**src/rtl/video_pkg.sv**
```systemverilog
// video_pkg: shared FSM states, tdata field layout and pixel helpers for the DVP capture path
package video_pkg;

    typedef enum logic [1:0] {IDLE, WAIT_FRAME, ACTIVE, DROP} state_t;

    localparam int R_HI = 23, R_LO = 16;
    localparam int B_HI = 15, B_LO = 8;
    localparam int G_HI = 7,  G_LO = 0;

    typedef struct packed {
        logic        tuser;
        logic        tlast;
        logic [23:0] tdata;
    } fifo_entry_t;

    // Replicate the MSBs into the new LSBs so full-scale stays full-scale
    function automatic logic [23:0] rgb565_to_rgb888(input logic [15:0] p);
        logic [23:0] t;
        t = '0;
        t[R_HI:R_LO] = {p[15:11], p[15:13]};
        t[B_HI:B_LO] = {p[4:0], p[4:2]};
        t[G_HI:G_LO] = {p[10:5], p[10:9]};
        return t;
    endfunction

endpackage

```
**src/rtl/dvp_rgb565_axis_capture_if.sv**
```systemverilog
// dvp_rgb565_axis_capture_if: AXI4-Stream video bus carrying RGB888 pixels with SOF/EOL markers
interface dvp_rgb565_axis_capture_if;
    logic [23:0] tdata;
    logic        tvalid;
    logic        tready;
    logic        tuser;
    logic        tlast;
    modport master (output tdata, tvalid, tuser, tlast, input tready);
    modport slave  (input tdata, tvalid, tuser, tlast, output tready);
endinterface

```
**src/rtl/axis_sync_fifo.sv**
```systemverilog
// axis_sync_fifo: single-clock first-word-fall-through FIFO; a push at full succeeds when a pop coincides
module axis_sync_fifo #(
    parameter int W     = 26,
    parameter int DEPTH = 16
) (
    input  logic         aclk,
    input  logic         aresetn,
    input  logic         push,
    input  logic         pop,
    input  logic [W-1:0] wdata,
    output logic [W-1:0] rdata,
    output logic         full,
    output logic         empty
);
    localparam int AW = $clog2(DEPTH);
    localparam logic [AW:0] FULL_CNT = (AW + 1)'(DEPTH);

    logic [W-1:0]  mem [DEPTH];
    logic [AW-1:0] wp, rp;
    logic [AW:0]   cnt;
    logic          do_push, do_pop;

    assign do_pop  = pop & ~empty;
    assign do_push = push & (~full | pop);
    assign full    = cnt == FULL_CNT;
    assign empty   = cnt == '0;
    assign rdata   = mem[rp];

    always_ff @(posedge aclk)
        if (do_push) mem[wp] <= wdata;

    always_ff @(posedge aclk or negedge aresetn) begin
        if (!aresetn) begin
            wp  <= '0;
            rp  <= '0;
            cnt <= '0;
        end else begin
            wp  <= wp + AW'(do_push);
            rp  <= rp + AW'(do_pop);
            cnt <= cnt + (AW + 1)'(do_push) - (AW + 1)'(do_pop);
        end
    end
endmodule

```
**src/rtl/dvp_rgb565_axis_capture.sv**
```systemverilog
// dvp_rgb565_axis_capture: pairs DVP RGB565 bytes into pixels and streams them as RGB888 AXI4-Stream video
module dvp_rgb565_axis_capture
    import video_pkg::*;
#(
    parameter int ACTIVE_W   = 640,
    parameter int ACTIVE_H   = 480,
    parameter int FIFO_DEPTH = 16
) (
    input  logic        aclk,
    input  logic        aresetn,
    input  logic        en_capture,
    input  logic        vsync,
    input  logic        href,
    input  logic [7:0]  din,
    dvp_rgb565_axis_capture_if.master m_axis_video,
    output logic        overflow,
    output logic        line_err,
    output logic [15:0] frame_cnt
);
    localparam int PW = $clog2(ACTIVE_W + 1);
    localparam logic [PW-1:0] LAST_PIX  = PW'(ACTIVE_W - 1);
    localparam logic [PW-1:0] LINE_FULL = PW'(ACTIVE_W);

    if (ACTIVE_W < 2 || ACTIVE_H < 1 || FIFO_DEPTH < 4 || (FIFO_DEPTH & (FIFO_DEPTH - 1)) != 0) begin : g_bad_params
        $error("dvp_rgb565_axis_capture: invalid parameters");
    end

    state_t      state, state_n;
    logic        vs_r, vs_q, hr_r, hr_q, phase, sof_pending;
    logic [7:0]  d_r, hi;
    logic [PW-1:0] pix_cnt;
    logic        vs_rise, vs_fall, hr_fall, cap, pix_done, push, pop, full, empty;
    logic        ovf_now, lerr_now, flag_clr;
    fifo_entry_t wr, rd;

    assign vs_rise  = vs_r & ~vs_q;
    assign vs_fall  = ~vs_r & vs_q;
    assign hr_fall  = ~hr_r & hr_q;
    assign cap      = state == ACTIVE && hr_r;
    assign pix_done = cap & phase;
    assign pop      = ~empty & m_axis_video.tready;
    assign push     = pix_done & (~full | pop);
    assign ovf_now  = pix_done & full & ~pop;
    // Odd trailing byte, wrong pixel count, or a line cut short by vsync all count as line errors
    assign lerr_now = state == ACTIVE && ((hr_fall && (pix_cnt != LINE_FULL || phase)) || (vs_rise && hr_r));
    assign flag_clr = state == IDLE && state_n == WAIT_FRAME;
    assign wr       = '{tuser: sof_pending, tlast: pix_cnt == LAST_PIX, tdata: rgb565_to_rgb888({hi, d_r})};

    always_comb begin
        state_n = state;
        case (state)
            IDLE:       state_n = en_capture ? WAIT_FRAME : IDLE;
            WAIT_FRAME: state_n = !en_capture ? IDLE : vs_fall ? ACTIVE : WAIT_FRAME;
            default:    state_n = vs_rise ? (en_capture ? WAIT_FRAME : IDLE) : ovf_now ? DROP : state;
        endcase
    end

    always_ff @(posedge aclk or negedge aresetn) begin
        if (!aresetn) begin
            state       <= IDLE;
            vs_r        <= 1'b0;
            vs_q        <= 1'b0;
            hr_r        <= 1'b0;
            hr_q        <= 1'b0;
            d_r         <= '0;
            hi          <= '0;
            phase       <= 1'b0;
            sof_pending <= 1'b0;
            pix_cnt     <= '0;
            overflow    <= 1'b0;
            line_err    <= 1'b0;
            frame_cnt   <= '0;
        end else begin
            state       <= state_n;
            vs_r        <= vsync;
            vs_q        <= vs_r;
            hr_r        <= href;
            hr_q        <= hr_r;
            d_r         <= din;
            // Phase drops to 0 whenever href is low, so every line starts on a high byte
            phase       <= cap & ~phase;
            if (cap && !phase) hi <= d_r;
            sof_pending <= (state == WAIT_FRAME && state_n == ACTIVE) ? 1'b1 : push ? 1'b0 : sof_pending;
            pix_cnt     <= (hr_fall || vs_rise) ? '0 : (push && pix_cnt != LINE_FULL) ? pix_cnt + 1'b1 : pix_cnt;
            overflow    <= flag_clr ? 1'b0 : overflow | ovf_now;
            line_err    <= flag_clr ? 1'b0 : line_err | lerr_now;
            frame_cnt   <= frame_cnt + 16'((state == ACTIVE || state == DROP) && vs_rise);
        end
    end

    axis_sync_fifo #(.W($bits(fifo_entry_t)), .DEPTH(FIFO_DEPTH)) u_fifo (
        .aclk    (aclk),
        .aresetn (aresetn),
        .push    (push),
        .pop     (pop),
        .wdata   (wr),
        .rdata   (rd),
        .full    (full),
        .empty   (empty)
    );

    assign m_axis_video.tvalid = ~empty;
    assign m_axis_video.tdata  = empty ? '0 : rd.tdata;
    assign m_axis_video.tuser  = ~empty & rd.tuser;
    assign m_axis_video.tlast  = ~empty & rd.tlast;
endmodule

```
**src/flat_wrapper.sv**
```systemverilog
// flat-port wrapper written by rule: the top's interface ports become plain ports
module dvp_rgb565_axis_capture_flat import video_pkg::*;
#(
    parameter int ACTIVE_W   = 640,
    parameter int ACTIVE_H   = 480,
    parameter int FIFO_DEPTH = 16
)
  (aclk, aresetn, en_capture, vsync, href, din, overflow, line_err, frame_cnt, m_axis_video_tdata, m_axis_video_tvalid, m_axis_video_tuser, m_axis_video_tlast, m_axis_video_tready);
  dvp_rgb565_axis_capture_if m_axis_video_i ();
  input  logic aclk;
  input  logic aresetn;
  input  logic en_capture;
  input  logic vsync;
  input  logic href;
  input  logic [7:0] din;
  output logic overflow;
  output logic line_err;
  output logic [15:0] frame_cnt;
  output wire logic [$bits(m_axis_video_i.tdata)-1:0] m_axis_video_tdata;
  output wire logic [$bits(m_axis_video_i.tvalid)-1:0] m_axis_video_tvalid;
  output wire logic [$bits(m_axis_video_i.tuser)-1:0] m_axis_video_tuser;
  output wire logic [$bits(m_axis_video_i.tlast)-1:0] m_axis_video_tlast;
  input wire logic [$bits(m_axis_video_i.tready)-1:0] m_axis_video_tready;
  assign m_axis_video_tdata = m_axis_video_i.tdata;
  assign m_axis_video_tvalid = m_axis_video_i.tvalid;
  assign m_axis_video_tuser = m_axis_video_i.tuser;
  assign m_axis_video_tlast = m_axis_video_i.tlast;
  assign m_axis_video_i.tready = m_axis_video_tready;
  dvp_rgb565_axis_capture #(.ACTIVE_W(ACTIVE_W), .ACTIVE_H(ACTIVE_H), .FIFO_DEPTH(FIFO_DEPTH)) u_core (.aclk(aclk), .aresetn(aresetn), .en_capture(en_capture), .vsync(vsync), .href(href), .din(din), .m_axis_video(m_axis_video_i), .overflow(overflow), .line_err(line_err), .frame_cnt(frame_cnt));
endmodule
```
**config.mk**
```make
export PLATFORM = sky130hd
export DESIGN_NAME = dvp_rgb565_axis_capture_flat
export DESIGN_NICKNAME = d
export VERILOG_FILES = /design/src/rtl/video_pkg.sv /design/src/rtl/dvp_rgb565_axis_capture_if.sv /design/src/rtl/axis_sync_fifo.sv /design/src/rtl/dvp_rgb565_axis_capture.sv /design/src/flat_wrapper.sv
export SDC_FILE = /design/constraint.sdc
export NUM_CORES = 1
export LEC_CHECK = 0
export ABC_AREA = 0
export CAP_MARGIN = 0
export CORE_UTILIZATION = 30
export CTS_CLUSTER_SIZE = 20
export DETAILED_ROUTE_END_ITERATION = 7
export GPL_TIMING_DRIVEN = 0
export PLACE_DENSITY_LB_ADDON = 0.08
export SLEW_MARGIN = 20
export SYNTH_ARGS = -nofsm -noshare
export SYNTH_HDL_FRONTEND = slang
export SYNTH_SLANG_ARGS = --single-unit
```
**constraint.sdc**
```tcl
create_clock -name aclk -period 8.2 [get_ports aclk]
set_clock_uncertainty 0.15 [all_clocks]
set_input_delay 1.23 -clock aclk [delete_from_list [all_inputs] [get_ports aclk]]
set_output_delay 1.23 -clock aclk [all_outputs]
set_load 0.05 [all_outputs]
```
======== Yosys cells after proc, flatten, opt, wreduce, memory -nomap -nowiden ========
Memories as Yosys holds them, arrays and structs flattened.
Cells that the tools add are included.
W data, S select, Z words.
word-level totals
  memories kept ........................... 1
  logic and storage cells ................. 87
  bits of input ports ..................... 14
  bits in writable memories ............... 416
  output and inout bits ................... 45
  register bits ........................... 65
cells by class
  mux-type cells .......................... 15
  reductions and logical operators ........ 18
  bitwise logic cells ..................... 23
  $add $sub $neg .......................... 6
  equality and inequality tests ........... 8
memory list
  name               depth  width  read ports  clocked after Yosys merged registers in  wr ports  line                  RTL
  u_core.u_fifo.mem  16     26     1           0                                        1         axis_sync_fifo.sv:18  logic [W-1:0] mem [DEPTH];
operator list
  cell                     number
  $mux W24                 1
  $mux W10                 2
  $add A16 B1 Y16          1
  $and A1 B1 Y1            13
  $add A10 B1 Y10 const B  1
  $eq A10 B10 Y1 const B   1
  $ne A10 B10 Y1 const B   1
  $logic_and A1 B1 Y1      9
  $add A4 B1 Y4            2
  $mux W2                  4
  $mux W1                  7
  $not A1 Y1               7
  $eq A2 B2 Y1 const B     3
  $add A5 B1 Y5            1
  $eq A5 B5 Y1 const B     1
  $logic_not A5 Y1         1
  $sub A5 B1 Y5            1
  $eq A2 B1 Y1 const B     2
  $logic_or A1 B1 Y1       4
  $pmux W2 S2              1
  $reduce_bool A2 Y1       2
  $or A1 B1 Y1             3
  $logic_not A2 Y1         1
  $logic_not A1 Y1         1

======== Depth between registers and ports, before layout ========
Gate-level depths: netlist (run 1).
  depth in word-level cells ............... 11
  depth in mapped cells ................... 15
  mapped depth without buffers ............ 14

======== Hierarchy ========
A second synthesis (run 1) with hierarchy kept.
second synthesis, totals
  cells, all modules ...................... 926
  area total of the unflattened synthesis .. 18849.3 µm²
modules (own cells, without submodules)
  module                   instances  seq. area each (µm²)  area an instance (µm²)  cells each
  axis_sync_fifo           1          12817.3               16507.1                 715
  dvp_rgb565_axis_capture  1          1301.2                2342.2                  211

======== Worst setup path before layout (run 1) ========
OpenSTA, ideal clock, no wires.
  kind .................................... input -> register
  start point ............................. in m_axis_video_tready
  end point ............................... mem u_core.u_fifo.mem[10][11], enable pin
  setup time .............................. 446 ps
  arrival ................................. 3725 ps
  required time ........................... 7604 ps
  path slack .............................. 3879 ps
  path buffers ............................ 1
  cell stages on the path ................. 5
  cell sequence ........................... nand2b_1 > o21a_4 > inv_2 > buf_2 > nor4b_1
on the way
  cells in the longest elaborated chain, start to end .. 6
RTL lines
  item                             line                                                 RTL
  start: declaration               flat_wrapper.sv:23                                   input wire logic [$bits(m_axis_video_i.tready)-1:0] m_axis_video_tready;
  $and A1 B1 Y1 *                  dvp_rgb565_axis_capture.sv:41                        assign pop = ~empty & m_axis_video.tready;
  $or A1 B1 Y1 *                   axis_sync_fifo.sv:24, dvp_rgb565_axis_capture.sv:42
  $and A1 B1 Y1                    dvp_rgb565_axis_capture.sv:42                        assign push = pix_done & (~full | pop);
  $and A1 B1 Y1 *                  axis_sync_fifo.sv:24                                 assign do_push = push & (~full | pop);
  $mux W1 *                        axis_sync_fifo.sv:30                                 if (do_push) mem[wp] <= wdata;
  $mux W1 (not written as such) *  axis_sync_fifo.sv:30
  end: declaration                 axis_sync_fifo.sv:18
Mark *: on every way between the ends. The rest lies on a longest branch, timed or not.

======== Worst setup path in the final report (run 1) ========
  start point ............................. reg u_core.u_fifo.rp[3]
  end point ............................... out m_axis_video_tdata[7]
on the way
  cells in the longest elaborated chain, start to end .. 2
RTL lines
  item                      line                            RTL
  start: declaration        axis_sync_fifo.sv:19            logic [AW-1:0] wp, rp;
  start signal: assignment  axis_sync_fifo.sv:39            rp <= rp + AW'(do_pop);
  $mem_v2 Z16 W26           -
  $mux W24                  dvp_rgb565_axis_capture.sv:103  assign m_axis_video.tdata = empty ? '0 : rd.tdata;
  end: declaration          flat_wrapper.sv:19              output wire logic [$bits(m_axis_video_i.tdata)-1:0] m_axis_video_tdata;
No other way between the ends.

==> metrics.md, run 1 <==
| Metric | Value |
|---|---|
| Largest cells by area after synthesis | `edfxtp_1, dfrtp_1, mux4_2, mux2_2, mux4_1` |
| Post-placement cell count | `1432` |
| Slew @ Worst Pin | `869.4 ps` |
| Layout cells sized above 1 | `27.97%` |
| Post-CTS setup buffers | `0` |
| Final period util | `62.35%` |
| Post-Syn Area | `14020 µm²` |
| Fin. max-slew vios | `0` |
| Relative slew margins | `42.04%` |
| Initial Util | `30.62%` |
| Cell taking the most area after synthesis | `edfxtp_1` |
| Peak supply drop | `189.9 µV` |
| Crit path DAT | `3730 ps` |
| HP Class | `flip-flop to flip-flop` |
| Die area | `47590 µm²` |
| Pin count of the biggest net entering global routing | `43` |
| Final Hold Viols | `0` |
| Multi-input gate area | `3567 µm²` |
| Number of antenna repair diodes | `0` |
| GRT Total Usage | `14.72%` |
| Count of cell types in the netlist | `51` |
| Total wire length | `33530 µm` |
| Routed len/inst | `22.23 µm` |
| Drt pass-1 iters | `4` |
| Chip Height | `218.2 µm` |
| First-pass GRT wire length | `50860 µm` |
| Count leader, synth | `edfxtp_1` |
| Register area share after synthesis | `73.30%` |
| Synth warn | `0` |
| Leak | `5.922 nW` |
| DP Wirelength | `23100 µm` |
| Worst Setup End Kind | `output port` |
| Clock Sinks | `353` |
| CTS tree | `yes` |
| Vias per cell | `4.737` |
| Clk buf depth | `3` |
| Residual DRC count | `0` |
| Htree depth | `2` |
| Critical path type | `flip-flop to output port` |
| Worst EP required | `6820 ps` |
| Final Setup Violations | `0` |
| EDFF count, synth | `288` |
| Core Box Area | `45770 µm²` |
| Die X | `218.2 µm` |
| RePlAce Congestion | `0.7719` |
| Non-Filler Instances | `1508` |
| Mean post-synth cell area | `19.33 µm²` |
| Setup TNS Final | `0 ps` |
| Clock slew at reported path FFs | `60 ps` |
| Synth Register Bits | `353` |
| Clock Latency Late Sink | `550 ps` |
| Root Buffer | `clkbuf_16` |
| Syn_nets | `754` |
| # IOs | `59` |
| Post-synth top area share | `61.70%` |
| Async SR Flop Fraction | `18.41%` |
| Design area | `17180 µm²` |
| Iter 0 DRT Violations | `378` |
| CP max FO | `10` |
| Cell count after synthesis | `725` |
| Fillers | `4200` |
| Prevailing post-synth register cell | `edfxtp_1` |
| Post-Route Utilization | `37.54%` |
| Post-CTS Hold Buffers | `0` |
| Via count of the first global-routing pass | `7831` |
| Pwr per Cell Area | `355.5 nW/µm²` |
| Status | `completed` |
| MaxCap Viol Count | `0` |
| Final nets | `904` |
| Unrepaired setup endpoints after global routing | `false` |
| Register Area | `10270 µm²` |
| Crit start category | `flip-flop` |
| Crit path time final | `5113 ps` |
| Initial antenna violation count | `0` |
| Resize count post-CTS | `0` |
| TritonCTS buffer count | `41` |
| Buffers on Ports | `58` |
| Vias | `7143` |
| Achievable Freq | `195.6 MHz` |
| Leading cell types by count after synthesis | `edfxtp_1, dfrtp_1, mux4_2, a21oi_1, mux2_2` |
| Post-route ant nets | `0` |
| Rows | `78` |
| Grt ovf | `0` |
| Area after DPL | `15830 µm²` |
| Area Overhead vs Synth | `22.57%` |
[cell families (layout without fill, tap and decap cells)]
| kind of cell | count (synthesis) | count (layout) | synth area share [%] |
|---|---|---|---|
| DFF | 353 | 353 | 73.30 |
| adders and majority gates | 15 | 15 | 1.393 |
| AOI/OAI and AO/OA | 71 | 71 | 2.812 |
| and+or+nand+nor | 95 | 95 | 3.963 |
| buffers and inverters | 53 | 236 | 1.999 |
| muxes | 116 | 116 | 15.16 |
| xor gates and xnor gates | 22 | 22 | 1.375 |
[stage by stage]
stage	worst slack [ps]	hold WS [ps]	power [W]
final	3087	269.2	0.006107
after global routing	2915	275.4	0.006389
after CTS	2972	271.3	0.006221
after detailed placement	3613	263.7	0.004377
after global placement	774.0	249.7	0.004340
after floorplan	3879	229.7	0.003668
[layout by cell type (no fill, tap or decap), types with 26 or more instances in the layout]
| cell type | netlist | routed |
|---|---|---|
| dfrtp_1 | 65 | 65 |
| buf_2 | 14 | 37 |
| clkdlybuf4s50_1 | 0 | 57 |
| a21oi_1 | 33 | 33 |
| clkbuf_16 | 0 | 41 |
| edfxtp_1 | 288 | 288 |
| buf_4 | 9 | 31 |
| mux2_2 | 26 | 26 |
| mux4_2 | 64 | 64 |
[sequential cells by signal (all words and copies together) (netlist names), 2 cells and up]
| signal | flops |
|---|---|
| u_core.d_r | 8 |
| u_core.frame_cnt | 16 |
| u_core.hi | 8 |
| u_core.pix_cnt | 10 |
| u_core.state | 2 |
| u_core.u_fifo.cnt | 5 |
| u_core.u_fifo.mem | 288 |
| u_core.u_fifo.rp | 4 |
| u_core.u_fifo.wp | 4 |
[metal layers]
metal  track usage (%)  wire, µm
met5                 0         0
met4             4.592       671
met3             2.436      1255
met2             25.12     17110
met1             19.08     14490
[cell type report]
| cell class | instances | area share [%] |
|---|---|---|
| Tap cell | 600 | 4.369 |
| Inverter | 14 | 0.3059 |
| Multi-Input combinational cell | 319 | 20.76 |
| Buffer | 39 | 1.325 |
| Clock buffer | 50 | 6.343 |
| Timing Repair Buffer | 107 | 5.578 |
| Clock inverter | 26 | 1.515 |
| Sequential cell | 353 | 59.80 |
[worst paths after layout]
check                                     start               endpoint  slack [ps]  cells past startpoint
max                         u_core.u_fifo.rp[3]  m_axis_video_tdata[7]        3090                      7
min                                 u_core.vs_r            u_core.vs_q         270                      0
max reg2reg                u_core.u_fifo.cnt[3]   u_core.u_fifo.cnt[4]        4820                     15
min reg2reg                         u_core.vs_r            u_core.vs_q         270                      0
max in group asynchronous               aresetn    u_core.u_fifo.wp[0]        6880                      2
min in group asynchronous               aresetn    u_core.u_fifo.rp[3]         450                      1
[report_power, final]
group / total (W) / leakage [nW] / switching, W / internal, W
Sequential: 0.00226 / 3.42 / 0.000160 / 0.00210
Clock: 0.00181 / 0.662 / 0.000734 / 0.00108
Combinational: 0.00203 / 1.84 / 0.00120 / 0.000830
[worst max-delay path, cell delays in order (launching register included)]
cell and delay, ps:
dfrtp_1 330, buf_2 200, buf_2 390, buf_1 650, mux2i_1 250, a21oi_1 370
buf_4 170, clkdlybuf4s50_1 790
Power figures use the tool's default switching activity.
==> run 2, diff against run 1 <==
==> constraint.sdc (replaced) <==
create_clock -name aclk -period 4.1 [get_ports aclk]
set_clock_uncertainty 0.15 [all_clocks]
set_input_delay 0.615 -clock aclk [delete_from_list [all_inputs] [get_ports aclk]]
set_output_delay 0.615 -clock aclk [all_outputs]
set_load 0.05 [all_outputs]
==> run 2 against run 1 <==
  * Via count barely moved
  * Wire length about the same
  * Core utilization about the same
  * Worst setup slack worse by 2900 ps
==> metrics.md, run 2 (synthesized netlist as in run 1, its figures left out) <==
| Metric | Value |
|---|---|
| Worst EP required | `3340 ps` |
| Iter 0 DRT Violations | `366` |
| Hold Path Stages | `0` |
| Worst Hold Launch | `u_core.vs_r` |
| Grt ovf | `0` |
| Post-route ant nets | `0` |
| Vias per cell | `4.735` |
| Largest register FFs | `288` |
| Relative slew margins | `46.30%` |
| Area after DPL | `15830 µm²` |
| Worst flop-to-flop path startpoint | `u_core.u_fifo.cnt[3]` |
| Residual DRC count | `0` |
| R2R depth | `15` |
| Hold EP | `u_core.vs_q` |
| Worst Setup End Kind | `output port` |
| Via count of the first global-routing pass | `7839` |
| Critical path type | `flip-flop to output port` |
| Root Buffer | `clkbuf_16` |
| Crit start category | `flip-flop` |
| Drt pass-1 iters | `4` |
| Most common cell after layout, fill and taps aside | `edfxtp_1` |
| CP max FO | `19` |
| First-pass GRT wire length | `50920 µm` |
| # IOs | `59` |
| Biggest register | `u_core.u_fifo.mem` |
| Pin count of the biggest net entering global routing | `43` |
| Clock slew at reported path FFs | `60 ps` |
| MaxCap Viol Count | `0` |
| Buffers on Ports | `58` |
| Initial antenna violation count | `0` |
| Pwr per Cell Area | `704.0 nW/µm²` |
| TritonCTS buffer count | `41` |
| Design area | `17200 µm²` |
| Most frequent cells in the layout | `edfxtp_1, dfrtp_1, mux4_2` |
| Clk buf depth | `3` |
| Total power draw | `0.01211 W` |
| Clock Sinks | `353` |
| Final period util | `95.78%` |
| Largest registers | `u_core.u_fifo.mem: 288 flops, u_core.frame_cnt: 16 flops, u_core.pix_cnt: 10 flops` |
| Fin. max-slew vios | `0` |
| DP Wirelength | `23100 µm` |
| Number of antenna repair diodes | `0` |
| Clock Latency Late Sink | `550 ps` |
| Initial Util | `30.62%` |
| Rows | `78` |
| Final nets | `904` |
| Routed len/inst | `22.24 µm` |
| Crit path DAT | `3160 ps` |
| Slew @ Worst Pin | `803.4 ps` |
| Vias | `7141` |
| Leak | `5.997 nW` |
| Layout cells sized above 1 | `29.41%` |
| Die X | `218.2 µm` |
| Status | `completed` |
| GRT Total Usage | `14.73%` |
| Total wire length | `33540 µm` |
| HP Class | `flip-flop to flip-flop` |
| Area Overhead vs Synth | `22.71%` |
| FF-to-FF setup slack | `690 ps` |
| Htree depth | `2` |
| Crit path launch | `u_core.u_fifo.rp[1]` |
| Core Box Area | `45770 µm²` |
| Crit path time final | `3927 ps` |
| Achievable Freq | `254.6 MHz` |
| CTS tree | `yes` |
| Die area | `47590 µm²` |
| Final Hold Viols | `0` |
| Final Setup Violations | `0` |
| Unrepaired setup endpoints after global routing | `false` |
| Peak supply drop | `361.6 µV` |
| Chip Height | `218.2 µm` |
| Post-CTS setup buffers | `0` |
| RePlAce Congestion | `0.7719` |
| Reg2Reg Capture Point | `u_core.u_fifo.cnt[4]` |
-- run 2: changes by cell type in the layout (fill, tap and decap cells not counted), sizes merged --
cell,before,now
clkdlybuf4s50,57,31
clkbuf,59,62
dlygate4sd3,0,1
dlygate4sd2,0,16
dlymetal6s2s,0,4
clkdlybuf4s15,0,2
-- run 2: critical path, stage by stage (launching register included) --
cell	delay (ps)
dfrtp_1	370
buf_6	190
buf_6	310
mux4_1	620
mux2_2	310
o21ai_1	140
a21oi_1	90
buf_4	170
dlygate4sd2_1	410
-- run 2: area by class of cell --
type / instances / area [µm²]
Buffer: 38 / 249.0
Clock buffer: 50 / 1090
Clock inverter: 26 / 260.3
Fill cell: 4202 / 28570
Inverter: 14 / 52.55
Multi-Input combinational cell: 319 / 3575
Sequential cell: 353 / 10270
Tap cell: 600 / 750.7
Timing Repair Buffer: 108 / 948.4
-- run 2: worst max path at each step --
stage                                endpoint  slack [ps]  depth (start not counted)
finish                 m_axis_video_tdata[22]         170                          8
detailed placement      m_axis_video_tdata[7]         130                          7
CTS                        m_axis_video_tlast          10                          8
global placement      u_core.u_fifo.mem[3][4]       -2710                          6
global route           m_axis_video_tdata[22]          20                          8
floorplan           u_core.u_fifo.mem[10][11]         380                          7
-- run 2: repair_timing --
item,4_1_cts,5_1_grt
hold buffers,1,0
resized for setup,42,8
hold endpoints to repair,23,0
endpoints found under the setup margin,26,8
-- run 2: power by group --
group | switching, W | internal, W | leakage (nW)
registers | 0.000322 | 0.00421 | 3.42
logic | 0.00240 | 0.00155 | 1.92
clock network | 0.00147 | 0.00216 | 0.662
total | 0.00419 | 0.00792 | 6.00
-- run 2: per-layer routing --
metal,track usage [%],vias to the layer above,routed length (µm)
li1,-,3215,-
met1,19.10,3752,14340
met2,25.14,127,17110
met3,2.436,47,1427
met4,4.592,0,660
met5,0,-,0
-- run 2: stage by stage --
stage                     hold slack (ps)  util [%]  cells  setup TNS [ps]  setup WS, ps
after global routing                275.4     37.58   1508               0         17.60
after detailed placement            263.7     34.59   1432               0         127.8
after CTS                           271.3     37.57   1509               0         13.67
final                               272.2     37.58   1508               0         172.9
after global placement              249.7     33.53   1383         -424880         -2711
after floorplan                     169.4         -    725               0         376.0
==> run 3, diff against run 2 <==
==> constraint.sdc (replaced) <==
create_clock -name aclk -period 4.4 [get_ports aclk]
set_clock_uncertainty 0.15 [all_clocks]
set_input_delay 0.66 -clock aclk [delete_from_list [all_inputs] [get_ports aclk]]
set_output_delay 0.66 -clock aclk [all_outputs]
set_load 0.05 [all_outputs]
==> run 3 against run 2 <==
  * Power fell by 6.7%
  * First-iteration DRC count increased by 11%
  * Hold slack hardly changed
  * Critical path depth unchanged
  * Worst setup slack gained 13 ps
  * Critical path type unchanged
  * Critical endpoint is now m_axis_video_tdata[17]
  * Largest cell class unchanged
==> metrics.md, run 3 (synthesized netlist as in run 1, its figures left out) <==
| Metric | Value |
|---|---|
| Crit path time final | `4215 ps` |
| First-pass GRT wire length | `50890 µm` |
| Net load switching power | `0.003895 W` |
| Layout cells sized above 1 | `28.49%` |
| Critical path type | `flip-flop to output port` |
| Reg2Reg Capture Point | `u_core.u_fifo.cnt[4]` |
| Clock Sinks | `353` |
| Largest register FFs | `288` |
| Crit path DAT | `3400 ps` |
| CTS tree | `yes` |
| Total wire length | `33530 µm` |
| Final period util | `95.79%` |
| Area Overhead vs Synth | `22.69%` |
| Clock power frac | `29.9%` |
| Chip Height | `218.2 µm` |
| Final Setup Violations | `0` |
| Achievable Freq | `237.3 MHz` |
| Hold EP | `u_core.vs_q` |
| # IOs | `59` |
| Unrepaired setup endpoints after global routing | `false` |
| Final WS setup | `185.4 ps` |
| Biggest register | `u_core.u_fifo.mem` |
| Non-Filler Instances | `1509` |
| Status | `completed` |
| Die area | `47590 µm²` |
| Hold Path Stages | `0` |
| Total power draw | `0.01129 W` |
| Crit start category | `flip-flop` |
| Fin. max-slew vios | `0` |
| Final Hold Viols | `0` |
| Iter 0 DRT Violations | `405` |
| Grt ovf | `0` |
| Final nets | `905` |
| Initial antenna violation count | `0` |
| Switching share of power | `34.49%` |
| Pin count of the biggest net entering global routing | `43` |
| FF-to-FF setup slack | `990 ps` |
| Max layer used | `met4` |
| Setup TNS Final | `0 ps` |
| Met3 wire len | `1280 µm` |
| Die X | `218.2 µm` |
| Leak | `6.003 nW` |
| Internal Pwr Total | `0.007399 W` |
| Placement Setup Slack | `382.8 ps` |
| MaxCap Viol Count | `0` |
| Sequential Power Share | `37.3%` |
| RePlAce Congestion | `0.7719` |
| Worst Hold Launch | `u_core.vs_r` |
| TritonCTS buffer count | `41` |
| GRT Total Usage | `14.72%` |
| R2R depth | `15` |
| Pwr per Cell Area | `656.7 nW/µm²` |
| Clock slew at reported path FFs | `60 ps` |
| Most common cell after layout, fill and taps aside | `edfxtp_1` |
| Vias per cell | `4.742` |
| Comb pwr share | `32.8%` |
| Rows | `78` |
| Buffers on Ports | `58` |
| Fin Hold WS | `272.2 ps` |
| Worst flop-to-flop path startpoint | `u_core.u_fifo.cnt[3]` |
| HP Class | `flip-flop to flip-flop` |
| Slew @ Worst Pin | `806.2 ps` |
| Vias | `7156` |
| Via count of the first global-routing pass | `7845` |
| Register Area | `10270 µm²` |
| Clk buf depth | `3` |
| Core Box Area | `45770 µm²` |
| Largest registers | `u_core.u_fifo.mem: 288 flops, u_core.frame_cnt: 16 flops, u_core.pix_cnt: 10 flops` |
| Multi-input gate area | `3567 µm²` |
| Post-placement cell count | `1432` |
| Post-CTS setup buffers | `0` |
| Drt pass-1 iters | `4` |
| Peak supply drop | `336.0 µV` |
| DP Wirelength | `23100 µm` |
| CP max FO | `10` |
| Root Buffer | `clkbuf_16` |
| Metal-1 WL | `14450 µm` |
| Worst EP required | `3590 ps` |
| Routed len/inst | `22.22 µm` |
| Met2 wire length | `17140 µm` |
| Initial Util | `30.62%` |
| Post-route ant nets | `0` |
| Most frequent cells in the layout | `edfxtp_1, dfrtp_1, mux4_2` |
| Number of antenna repair diodes | `0` |
| Htree depth | `2` |
| Worst Setup End Kind | `output port` |
| Residual DRC count | `0` |
| Fillers | `4203` |
| Clock Latency Late Sink | `550 ps` |
| Relative slew margins | `46.11%` |
[run 3: what timing repair did]
item | 4_1_cts | 5_1_grt
resized for setup | 15 | 10
endpoints found under the hold margin | 23 | 0
hold buffers | 1 | 0
setup endpoints to repair | 19 | 7
[run 3: how the worst max path moves through the flow]
stage / startpoint / endpoint / slack, ps / cells after the start
floorplan: m_axis_video_tready / u_core.u_fifo.mem[10][11] / 650 / 5
global placement: m_axis_video_tready / u_core.u_fifo.mem[3][4] / -2460 / 6
detailed placement: u_core.u_fifo.rp[3] / m_axis_video_tdata[7] / 380 / 7
CTS: u_core.u_fifo.rp[1] / m_axis_video_tdata[4] / 30 / 8
global route: u_core.u_fifo.rp[1] / m_axis_video_tdata[17] / 2 / 8
finish: u_core.u_fifo.rp[1] / m_axis_video_tdata[17] / 190 / 8
[run 3: metal layers]
metal / global-route usage [%] / up-vias
li1: - / 3216
met4: 4.592 / 0
met1: 19.06 / 3774
met3: 2.436 / 48
met2: 25.16 / 118
met5: 0 / -
[run 3: through the flow]
stage | util [%] | cell area (µm²)
after floorplan | - | 14020
after global placement | 33.53 | 15350
after detailed placement | 34.59 | 15830
after CTS | 37.53 | 17180
after global routing | 37.57 | 17200
final | 37.57 | 17200
[run 3: layout make-up]
type                            count  area share, %
Timing Repair Buffer              108          5.631
Clock buffer                       50          6.337
Clock inverter                     26          1.513
Tap cell                          600          4.365
Inverter                           14         0.3056
Multi-Input combinational cell    319          20.74
Sequential cell                   353          59.75
Buffer                             39          1.360
[run 3: worst max-delay path: stages, from the launching register on]
cell	delay [ps]
dfrtp_1	370
buf_6	200
buf_6	220
buf_4	250
buf_2	350
mux4_2	260
mux2i_1	90
a21oi_1	270
clkdlybuf4s50_1	850
[run 3: power by group through the flow]
| stage | Combinational, W | Sequential [W] | Clock (W) |
|---|---|---|---|
| 6_report | 0.00370 | 0.00422 | 0.00338 |
| 5_1_grt | 0.00395 | 0.00426 | 0.00361 |
| 4_1_cts | 0.00380 | 0.00422 | 0.00349 |
| 3_5_place_dp | 0.00387 | 0.00429 | 0 |
| 3_3_place_gp | 0.00384 | 0.00425 | 0 |
| 2_1_floorplan | 0.00262 | 0.00421 | 0 |
